## config.mk

```make
export PLATFORM = sky130hd
export DESIGN_NAME = encoder_bitscan_iter
export DESIGN_NICKNAME = d
export VERILOG_FILES = /design/src/rtl/encoder_pkg.sv /design/src/rtl/encoder_ffs.sv /design/src/rtl/encoder_bitscan_iter.sv
export SDC_FILE = /design/constraint.sdc
export NUM_CORES = 1
export LEC_CHECK = 0
export ABC_AREA = 1
export CELL_PAD_IN_SITES_DETAIL_PLACEMENT = 1
export CELL_PAD_IN_SITES_GLOBAL_PLACEMENT = 1
export CORE_MARGIN = 4
export CORE_UTILIZATION = 45
export DETAILED_ROUTE_END_ITERATION = 10
export DONT_BUFFER_PORTS = 1
export PLACE_DENSITY = 0.85
export SLEW_MARGIN = 25
export SYNTH_ARGS = -nofsm -noshare
export SYNTH_HDL_FRONTEND = slang
export SYNTH_SLANG_ARGS = --single-unit
```

## constraint.sdc

```tcl
create_clock -name clk -period 3.1 [get_ports clk]
set_input_delay 0.62 -clock clk [delete_from_list [all_inputs] [get_ports clk]]
set_output_delay 0.62 -clock clk [all_outputs]
set_load 0.01 [all_outputs]
```

## src/rtl/encoder_pkg.sv

```systemverilog
// -----------------------------------------------------------------------------
// encoder_pkg
// Shared types and helpers for the iterative bit-scan encoder.
//   state_e     : scan controller states (IDLE, SCAN)
//   MIN_WIDTH / MAX_WIDTH : legal range of the request-vector width
//   idx_width() : index width derived from the request-vector width
//   keep_bit()  : per-bit term of the single-bit clear mask
// -----------------------------------------------------------------------------
package encoder_pkg;

    localparam int unsigned MIN_WIDTH = 32'd2;
    localparam int unsigned MAX_WIDTH = 32'd256;

    typedef enum logic [0:0] {
        IDLE = 1'b0,
        SCAN = 1'b1
    } state_e;

    // Index width for a given vector width (never narrower than one bit).
    function automatic int unsigned idx_width(input int unsigned w);
        if (w <= 32'd1) begin
            return 32'd1;
        end else begin
            return $clog2(w);
        end
    endfunction

    // One bit of a mask that clears exactly bit clr_idx: 0 at that position, 1 elsewhere.
    function automatic logic keep_bit(input int unsigned pos, input int unsigned clr_idx);
        if (pos == clr_idx) begin
            return 1'b0;
        end else begin
            return 1'b1;
        end
    endfunction

endpackage

```

## src/rtl/encoder_ffs.sv

```systemverilog
// -----------------------------------------------------------------------------
// encoder_ffs
// Combinational find-first-set over a WIDTH-bit vector.
//   vec            : input vector
//   idx            : position of the lowest set bit (highest if MSB_FIRST=1),
//                    0 when no bit is set
//   any            : at least one bit set
//   onehot_or_zero : at most one bit set
// -----------------------------------------------------------------------------
module encoder_ffs
    import encoder_pkg::*;
#(
    parameter int WIDTH     = 16,
    parameter bit MSB_FIRST = 1'b0,
    parameter int IDX_W     = idx_width(WIDTH)
) (
    input  logic [WIDTH-1:0] vec,
    output logic [IDX_W-1:0] idx,
    output logic             any,
    output logic             onehot_or_zero
);

    // Priority scan: walk from the far end so that the preferred bit is written last.
    always_comb begin
        int pos;
        idx = {IDX_W{1'b0}};
        pos = 0;
        for (int k = 0; k < WIDTH; k++) begin
            if (MSB_FIRST) begin
                pos = k;
            end else begin
                pos = WIDTH - 1 - k;
            end
            if (vec[pos]) begin
                idx = IDX_W'(pos);
            end else begin
                idx = idx;
            end
        end
    end

    // Clearing the lowest set bit leaves zero exactly when at most one bit was set.
    always_comb begin
        any            = |vec;
        onehot_or_zero = ((vec & (vec - WIDTH'(1))) == {WIDTH{1'b0}});
    end

endmodule

```

## src/rtl/encoder_bitscan_iter.sv

```systemverilog
// -----------------------------------------------------------------------------
// encoder_bitscan_iter
// Accepts a WIDTH-bit request vector over valid/ready and emits the index of
// every set bit, one per output beat, in ascending (MSB_FIRST=0) or descending
// (MSB_FIRST=1) order. The final beat of a vector carries out_last. An all-zero
// vector yields a single beat with out_idx=0, out_zero=1, out_last=1.
//
// Ports:
//   clk, reset      : rising-edge clock, synchronous active-high reset
//   enable          : gates acceptance of new vectors only
//   in_valid/in_ready/in_vec          : request-vector handshake
//   out_valid/out_ready               : output-beat handshake
//   out_idx/out_last/out_zero         : beat payload
//   onehot_err      : sticky "accepted vector was not one-hot" flag, present
//                     only when ENCODER_ONEHOT_CHK_EN is defined
//
// Beat payload is registered: on every edge the next mask is pushed through
// the find-first-set logic and the result is captured, so out_* reflect the
// registered mask with no path from in_* to out_* inside a cycle.
// -----------------------------------------------------------------------------
module encoder_bitscan_iter
    import encoder_pkg::*;
#(
    parameter int WIDTH     = 16,
    parameter int IDX_W     = idx_width(WIDTH),
    parameter bit MSB_FIRST = 1'b0
) (
    input  logic             clk,
    input  logic             reset,
    input  logic             enable,
    input  logic             in_valid,
    output logic             in_ready,
    input  logic [WIDTH-1:0] in_vec,
    output logic             out_valid,
    input  logic             out_ready,
    output logic [IDX_W-1:0] out_idx,
    output logic             out_last,
    output logic             out_zero
`ifdef ENCODER_ONEHOT_CHK_EN
    ,
    output logic             onehot_err
`endif
);

    state_e             state_r;
    state_e             state_nxt_s;
    logic [WIDTH-1:0]   mask_r;
    logic [WIDTH-1:0]   mask_nxt_s;
    logic [WIDTH-1:0]   clr_mask_s;
    logic               zero_flag_r;
    logic               zero_nxt_s;
    logic               accept_s;
    logic               out_valid_r;
    logic [IDX_W-1:0]   out_idx_r;
    logic               out_last_r;
    logic               out_zero_r;
    logic [IDX_W-1:0]   nxt_idx_s;
    logic               nxt_any_s;
    logic               nxt_single_s;

    // New vectors are only taken while idle, enabled and out of reset.
    assign in_ready = (state_r == IDLE) && enable && !reset;

    // Mask that removes the bit currently presented on out_idx.
    always_comb begin
        clr_mask_s = {WIDTH{1'b1}};
        for (int b = 0; b < WIDTH; b++) begin
            clr_mask_s[b] = keep_bit($unsigned(b), 32'(out_idx_r));
        end
    end

    // Next-state and next-mask logic for the scan controller.
    always_comb begin
        state_nxt_s = state_r;
        mask_nxt_s  = mask_r;
        accept_s    = 1'b0;
        case (state_r)
            IDLE: begin
                if (in_valid && in_ready) begin
                    accept_s    = 1'b1;
                    mask_nxt_s  = in_vec;
                    state_nxt_s = SCAN;
                end else begin
                    state_nxt_s = IDLE;
                end
            end
            SCAN: begin
                if (out_valid_r && out_ready) begin
                    mask_nxt_s = mask_r & clr_mask_s;
                    if (out_last_r) begin
                        state_nxt_s = IDLE;
                    end else begin
                        state_nxt_s = SCAN;
                    end
                end else begin
                    state_nxt_s = SCAN;
                end
            end
            default: begin
                state_nxt_s = IDLE;
                mask_nxt_s  = {WIDTH{1'b0}};
            end
        endcase
    end

    // On accept the next mask is the vector itself, so the scanner's "any" tells us if it was zero.
    always_comb begin
        if (accept_s) begin
            zero_nxt_s = !nxt_any_s;
        end else begin
            zero_nxt_s = zero_flag_r;
        end
    end

    encoder_ffs #(
        .WIDTH     (WIDTH),
        .MSB_FIRST (MSB_FIRST),
        .IDX_W     (IDX_W)
    ) u_ffs (
        .vec            (mask_nxt_s),
        .idx            (nxt_idx_s),
        .any            (nxt_any_s),
        .onehot_or_zero (nxt_single_s)
    );

    // State, mask and registered beat payload.
    always_ff @(posedge clk) begin
        if (reset) begin
            state_r     <= IDLE;
            mask_r      <= {WIDTH{1'b0}};
            zero_flag_r <= 1'b0;
            out_valid_r <= 1'b0;
            out_idx_r   <= {IDX_W{1'b0}};
            out_last_r  <= 1'b0;
            out_zero_r  <= 1'b0;
        end else begin
            state_r     <= state_nxt_s;
            mask_r      <= mask_nxt_s;
            zero_flag_r <= zero_nxt_s;
            out_valid_r <= (state_nxt_s == SCAN);
            out_idx_r   <= nxt_idx_s;
            out_last_r  <= nxt_single_s;
            out_zero_r  <= zero_nxt_s;
        end
    end

    assign out_valid = out_valid_r;
    assign out_idx   = out_idx_r;
    assign out_last  = out_last_r;
    assign out_zero  = out_zero_r;

`ifdef ENCODER_ONEHOT_CHK_EN
    logic onehot_err_r;

    // Sticky flag: any accepted vector that is zero or has two or more bits set.
    always_ff @(posedge clk) begin
        if (reset) begin
            onehot_err_r <= 1'b0;
        end else if (accept_s && !(nxt_any_s && nxt_single_s)) begin
            onehot_err_r <= 1'b1;
        end else begin
            onehot_err_r <= onehot_err_r;
        end
    end

    assign onehot_err = onehot_err_r;
`endif

endmodule

```

# == Word level (Yosys, flattened, before mapping) ==
# Cells that the tools add are included.
# word_totals
wordCells,79
ff_bits,23
# op_classes
n_addsub,1
muxes,39
reduce_logical,13
n_eq_ne,15
bitwise,3
# op_table
operator,n
$and A16 B16 Y16,2
$eq A4 B4 Y1 const A,8
$mux W16,2
$mux W4,8
$pmux W16 S2,1
$mux W1,21
$eq A3 B4 Y1 const A,4
$logic_not A16 Y1,1
$reduce_or A16 Y1,1
$sub A16 B1 Y16 const B,1
$mux W3,4
$reduce_or A9 Y1,1
$eq A2 B4 Y1 const A,2
$reduce_or A5 Y1,1
$eq A1 B4 Y1 const A,1
$logic_and A1 B1 Y1,4
$logic_not A4 Y1,1
$mux W2,2
$reduce_or A3 Y1,1
$logic_not A1 Y1,2
$pmux W1 S2,1
$reduce_or A2 Y1,1
$not A1 Y1,1

# == Longest topological paths before layout ==
# Gate-level depths: netlist (run 1).
# logic_depth
ltp_word,21
mapped_depth,20
ltp_nobuf,19

# == Hierarchy ==
# A second synthesis (run 1) with hierarchy kept.
# unflattened
cells_unflattened,321
hier_area_um2,1908.1
# by_module_without_submodules
mod,cells_per_inst,instances,area_each_um2
encoder_bitscan_iter,243,1,1530.2
encoder_ffs,78,1,377.9

# == Worst setup path before layout (run 1) ==
# Ideal clock, no wire load.
# synth_timing
path_type,input port to flip-flop
from,in reset
to,reg out_last_r (netlist: out_last)
setup_slack_ns,1.093
required_ns,3.036
arrival_time_ns,1.942
path_buffers,1
stages,12
path_cell_list,nor2_4 > nand3_4 > buf_6 > a31oi_4 > nand2_4 > nor2_8 > nand3_4 > nor2_2 > nand2_1 > o21ai_1 > nand4_1 > nor2_1
# synth_via
elab_chain_cells,8
# synth_lines
element,line_no,text
start: declaration,encoder_bitscan_iter.sv:29,"input logic reset,"
$logic_not A1 Y1,encoder_bitscan_iter.sv:62,assign in_ready = (state_r == IDLE) && enable && !reset;
$logic_and A1 B1 Y1,encoder_bitscan_iter.sv:62,
$logic_and A1 B1 Y1,encoder_bitscan_iter.sv:79,if (in_valid && in_ready) begin
$mux W16,encoder_bitscan_iter.sv:79,
$pmux W16 S2,encoder_bitscan_iter.sv:77,case (state_r)
$sub A16 B1 Y16,encoder_ffs.sv:45,onehot_or_zero = ((vec & (vec - WIDTH'(1))) == {WIDTH{1'b0}});
$and A16 B16 Y16,encoder_ffs.sv:45,
$logic_not A16 Y1,encoder_ffs.sv:45,
end signal: assignment,encoder_bitscan_iter.sv:142,out_last_r <= nxt_single_s;
end: declaration,encoder_bitscan_iter.sv:55,logic out_last_r;
# Parallel ways exist; a longest one is shown, timed or not.
# A chain may end at the register's enable or synchronous reset.

# == Final worst setup path (run 1) ==
# layout_timing
from,reg out_idx_r[1] (netlist: out_idx[1])
to,reg out_last_r (netlist: out_last)
# layout_via
elab_chain_cells,8
# layout_lines
element,line_no,text
start: declaration,encoder_bitscan_iter.sv:54,logic [IDX_W-1:0] out_idx_r;
start signal: assignment,encoder_bitscan_iter.sv:133,out_idx_r <= {IDX_W{1'b0}};
start signal: assignment,encoder_bitscan_iter.sv:141,out_idx_r <= nxt_idx_s;
"$eq A1 B4 Y1, or another cell as far along",encoder_pkg.sv:30,if (pos == clr_idx) begin
$mux W1,encoder_pkg.sv:30,
$and A16 B16 Y16 (*),encoder_bitscan_iter.sv:89,mask_nxt_s = mask_r & clr_mask_s;
$mux W16 (*),encoder_bitscan_iter.sv:88,if (out_valid_r && out_ready) begin
$pmux W16 S2 (*),encoder_bitscan_iter.sv:77,
$sub A16 B1 Y16,encoder_ffs.sv:45,
$and A16 B16 Y16 (*),encoder_ffs.sv:45,
$logic_not A16 Y1 (*),encoder_ffs.sv:45,
# Every way passes the cells marked *; elsewhere a longest branch is shown, timed or not.

==> results of run 1 <==
==> worst max-delay path, stage by stage, from the launching register on <==
cell and delay (ps):
dfxtp_1 500, inv_1 120, nor2_1 260, nand2_1 110, o21ai_1 150, nand2_1 90
a21oi_1 290, nand2_1 130, inv_1 150, nand3_1 80, nand2_1 70, nand3_1 100
nor2_1 110, nand4_1 80, nor2_1 110
==> cell families after synthesis <==
kind of cell / share of synthesized area
and+or+nand+nor: 0.4265
buffers and inverters: 0.1189
AOI/OAI and AO/OA: 0.1590
DFF: 0.2956
==> layout by cell type, fill, tap and decap left out, types with 2 or more instances in the layout <==
cell type	netlist	layout
nand2_1	73	73
nor2_1	40	40
inv_1	31	31
dfxtp_1	23	23
nand3_1	14	14
o21ai_1	7	7
o21ai_0	7	7
inv_2	6	6
a21oi_1	5	5
nand4_1	4	4
nand2_2	3	3
a31oi_4	3	3
nor3_1	3	3
clkbuf_4	0	3
nor2_4	2	2
nand3_4	2	2
a31oi_2	2	2
buf_4	0	2
==> worst paths after layout <==
kind                   start  endpoint  cells after the start
hold reg to reg     out_zero  out_zero                      2
setup reg to reg  out_idx[1]  out_last                     14
setup / recovery  out_idx[1]  out_last                     14
hold / removal         reset  out_zero                      1
==> layer usage <==
layer,up-vias,global-route usage,share of wire
li1,762,-,-
met1,687,0.2974,0.48
met2,22,0.3465,0.47
met3,7,0.02361,0.035
met4,0,0.06091,0.016
met5,-,0,0
==> area by class of cell <==
cell class	instances	area, µm²	area share
inverters	37	138.9	0.08625
clock buffers	4	26.28	0.01632
flip-flops and latches	23	460.4	0.2859
repair buffers	2	15.01	0.009324
well taps	46	57.56	0.03574
multi-input cells	177	912.1	0.5664
==> through the flow <==
stage	utilization	setup WS (ps)	total power (W)	cells	instance area, µm²
3_5_place_dp	0.4747	702.7	0.0005534	285	1584
5_1_grt	0.4826	313.8	0.0007389	289	1610
6_report	0.4826	699.6	0.0006915	289	1610
2_1_floorplan	-	1093	0.0005107	243	1558
4_1_cts	0.4826	676.4	0.0006930	289	1610
3_3_place_gp	0.4747	763.9	0.0005489	285	1584
==> flip-flops by register name, summed over array words and instances (netlist names) <==
name,cells
mask_r,16
out_last,1
out_idx,4
out_valid,1
out_zero,1
==> report_power, final <==
part | total, W | internal, W | switching (W)
registers | 0.000345 | 0.000316 | 0.0000281
logic | 0.000203 | 0.0000659 | 0.000137
clock network | 0.000144 | 0.0000503 | 0.0000932
==> impl_metrics.tcl, run 1 <==
set metrics [dict create \
    status "completed" \
    leakage_nw 0.8078 \
    gp_congestion 0.9112 \
    first_pass_iters 4 \
    setup_viol 0 \
    synth-main-ff-cell "dfxtp_1" \
    timing.final.crit_period_ps 2400 \
    clkSinkCount 23 \
    design.portCount 29 \
    fmaxAchievable_mhz 416.6 \
    r2r_slack_ps 700 \
    rows 21 \
    drc 0 \
    vias 1478 \
    async_reset_ff_frac 0 \
    tns_ps 0 \
    fillers 476 \
    clock_tree.buffer_depth 2 \
    clk-insertion-delay-late_ps 320 \
    antenna_found_initial 0 \
    worstMarginPinSlew_ps 342.9 \
    die_h_um 66.84 \
    cts_tree "done" \
    area_delta_synth_final_pct 3.373 \
    end_kind "flop" \
    viasPerCell 5.114 \
    cellPowerDensity_mw_per_mm2 429.4 \
    synth_enable_flop_cells 0 \
    clk_pin_slew_worst_paths_ps 130 \
    grt_pass1_vias 1479 \
    finalClockSkew_ps 6.584 \
    start_kind "flop" \
    synth_common_cells "nand2_1 (73), nor2_1 (40), inv_1 (31), dfxtp_1 (23), nand3_1 (14)" \
    drt_iter0_markers 60 \
    avgRoutedWirePerCell_um 14.93 \
    core-area_mm2 0.003337 \
    netlist_top_cells_area "dfxtp_1 (30%), nand2_1 (18%), nor2_1 (9.6%)" \
    grt_pass1_wl_um 7217 \
    cts_buffers 3 \
    dp_hpwl_um 3540 \
    cts_resized 0 \
    rsz0062_at_grt "false" \
    start_util 0.4668 \
    hold_ws_ps 354.6 \
    drive_above_1_share 0.1152 \
    cp_max_fo 5 \
    grt_use_total 0.2139 \
    slew_headroom 0.7714 \
    syn-instance-count 243 \
    synth_cell_types 31 \
    die_w_um 66.84 \
    wl_um 4315 \
    cap_viol_max_count 0 \
    fin_crit_sh 0.7743 \
    synth-seq-cells 23 \
    synth_top_area_share 0.2956 \
    irDropWorstVdd_mv 0.2164 \
    num_antenna_cells 0 \
    syn_area_mm2 0.001558 \
    arrival_ps 2660 \
    hold_viol_final 0 \
    drtAntennaViolNets 0 \
    synth_most_common_cell "nand2_1" \
    synth-seq-area-share 0.2956 \
    die_area_mm2 0.004467 \
    cts-root-buf "clkbuf_4" \
    post_cts_buffers 0 \
    yosys.area.top_type "dfxtp_1" \
    hp-class "in -> reg" \
    syn_area_per_cell_um2 6.410 \
    drv_slew 0 \
    yosys_warnings 0 \
    syn_nets 264 \
    grt_max_degree 22 \
    crit_required_ps 3360 \
    grt_overflow 0 \
    cts.hold.buffers_added 0 \
    nNetsFinal 265 \
    cts_max_level 1 \
    crit_type "reg -> reg" \
    io_buffers 0 \
]
Power figures use the tool's default switching activity.
==> inputs of run 2 (changes only) <==
CORE_UTILIZATION = 43   (was 45)
PLACE_DENSITY = 0.82   (was 0.85)
clock period = 2.3 ns   (was 3.1 ns; I/O delays follow)
==> impl_metrics.tcl, run 2 (synthesis gave the netlist of run 1 again) <==
set metrics [dict create \
    status "completed" \
    drt_iter0_markers 130 \
    first_pass_iters 4 \
    dp_hpwl_um 3681 \
    crit_path_max_incr_delay_ps 390 \
    final_common_cell "nand2_1" \
    drtAntennaViolNets 0 \
    worstMarginPinSlew_ps 279.7 \
    slew_headroom 0.8118 \
    design.portCount 29 \
    grt_pass1_vias 1541 \
    avgRoutedWirePerCell_um 17.58 \
    clk-insertion-delay-late_ps 320 \
    timing.final.crit_period_ps 2284 \
    final_cell_count_no_fill 306 \
    cp_max_fo 5 \
    crit_type "reg -> reg" \
    drv_slew 0 \
    nNetsFinal 282 \
    die_w_um 68.19 \
    antenna_found_initial 0 \
    irDropWorstVdd_mv 0.2154 \
    top_register "mask_r" \
    cp_common_cell "nand2_1" \
    drc 0 \
    leakage_nw 0.9026 \
    cts_buffers 3 \
    clkSinkCount 23 \
    area_delta_synth_final_pct 20.64 \
    grt_use_total 0.2161 \
    path_cells "nor2_4 -> nand3_4 -> buf_4 -> a31oi_4 -> nand2_2 -> nand2_2 -> nand2_1 -> nand2_1 -> nand2_1 -> nand2_1 -> nand2_1 -> nand2_1 -> nand2_1 -> nand2_1 -> nand2_1 -> a21oi_1" \
    start_util 0.4560 \
    cts.hold.buffers_added 0 \
    slowest_stage "dfxtp_4" \
    die_area_mm2 0.004650 \
    num_antenna_cells 0 \
    cellPowerDensity_mw_per_mm2 553.7 \
    end_kind "flop" \
    drive_above_1_share 0.2577 \
    crit_required_ps 2560 \
    cts_tree "done" \
    register_area_um2 470.5 \
    hold_viol_final 0 \
    clock_tree.buffer_depth 2 \
    wl_um 5380 \
    vias 1636 \
    largest_register_ffs 16 \
    cts_max_level 1 \
    cap_viol_max_count 0 \
    fmaxAchievable_mhz 437.8 \
    grt_pass1_wl_um 7479 \
    finalClockSkew_ps 6.296 \
    grt_max_degree 22 \
    cts-root-buf "clkbuf_4" \
    fillers 468 \
    gp_congestion 0.8357 \
    placed_cells 293 \
    clk_pin_slew_worst_paths_ps 140 \
    setup_viol 0 \
    arrival_ps 2540 \
    viasPerCell 5.346 \
    final_area_mm2 0.001879 \
    grt_overflow 0 \
    die_h_um 68.19 \
    rows 21 \
    final_cell_mix "nand2_1 (67), nor2_1 (36), inv_1 (30), dfxtp_1 (19), buf_4 (15)" \
    multi_input_area_mm2 0.001027 \
    core-area_mm2 0.003416 \
    io_buffers 0 \
    fin_crit_sh 0.9931 \
    dpl_cell_area_mm2 0.001644 \
    start_kind "flop" \
    hp-class "in -> reg" \
]
[run 2: cell types whose count changed in the layout (fill, tap and decap cells not counted), sizes merged]
| cell | previous run | this run |
|---|---|---|
| nand3 | 16 | 17 |
| buf | 2 | 18 |
| clkbuf | 4 | 3 |
| clkinv | 0 | 1 |
[run 2: final timing paths]
path,cells after the start,slack [ps],start,endpoint
setup reg to reg,16,20,out_valid,out_idx[0]
hold reg to reg,2,530,out_zero,out_zero
setup / recovery,16,20,out_valid,out_idx[0]
hold / removal,1,180,reset,out_valid
[run 2: metal layers]
layer / part of all wire / up-vias / track usage
met1: 0.47 / 803 / 0.2863
met3: 0.033 / 4 / 0.02956
met5: 0 / - / 0
met4: 0.0063 / 0 / 0.05459
li1: - / 796 / -
met2: 0.49 / 33 / 0.3670
[run 2: cell type report]
class | count | area share
Sequential cell | 23 | 0.2503
Timing Repair Buffer | 18 | 0.07989
Clock buffer | 3 | 0.01198
Clock inverter | 1 | 0.002663
Tap cell | 46 | 0.03063
Inverter | 37 | 0.07790
Multi-Input combinational cell | 178 | 0.5466
[run 2: power breakdown]
| group | internal, W | switching, W |
|---|---|---|
| clock network | 0.0000652 | 0.000135 |
| logic | 0.000133 | 0.000243 |
| registers | 0.000429 | 0.0000362 |
[run 2: worst max-delay path: cells and delay by family (launching register included)]
kind | cells | cell delay [ps]
simple gates | 13 | 1240
flops | 1 | 390
compound gates | 2 | 360
buf+inv | 1 | 210
[run 2: per-stage QoR]
step / utilization / hold slack, ps / setup WS (ps) / total power [W] / setup TNS, ps
after floorplan: - / 480.1 / 416.6 / 0.0006884 / 0
after global placement: 0.4813 / 504.3 / -44.63 / 0.0007641 / -58.56
after detailed placement: 0.4813 / 511.5 / -3.786 / 0.0007659 / -3.786
after CTS: 0.4894 / 188.6 / 6.638 / 0.0009583 / 0
after global routing: 0.5502 / 163.2 / -100.2 / 0.001097 / -160.3
final: 0.5502 / 182.4 / 15.88 / 0.001041 / 0
[run 2: timing repair]
| item | CTS | global route |
|---|---|---|
| gates resized for setup | 0 | 38 |
| buffers inserted | 0 | 8 |
| endpoints found under the setup margin | 0 | 6 |
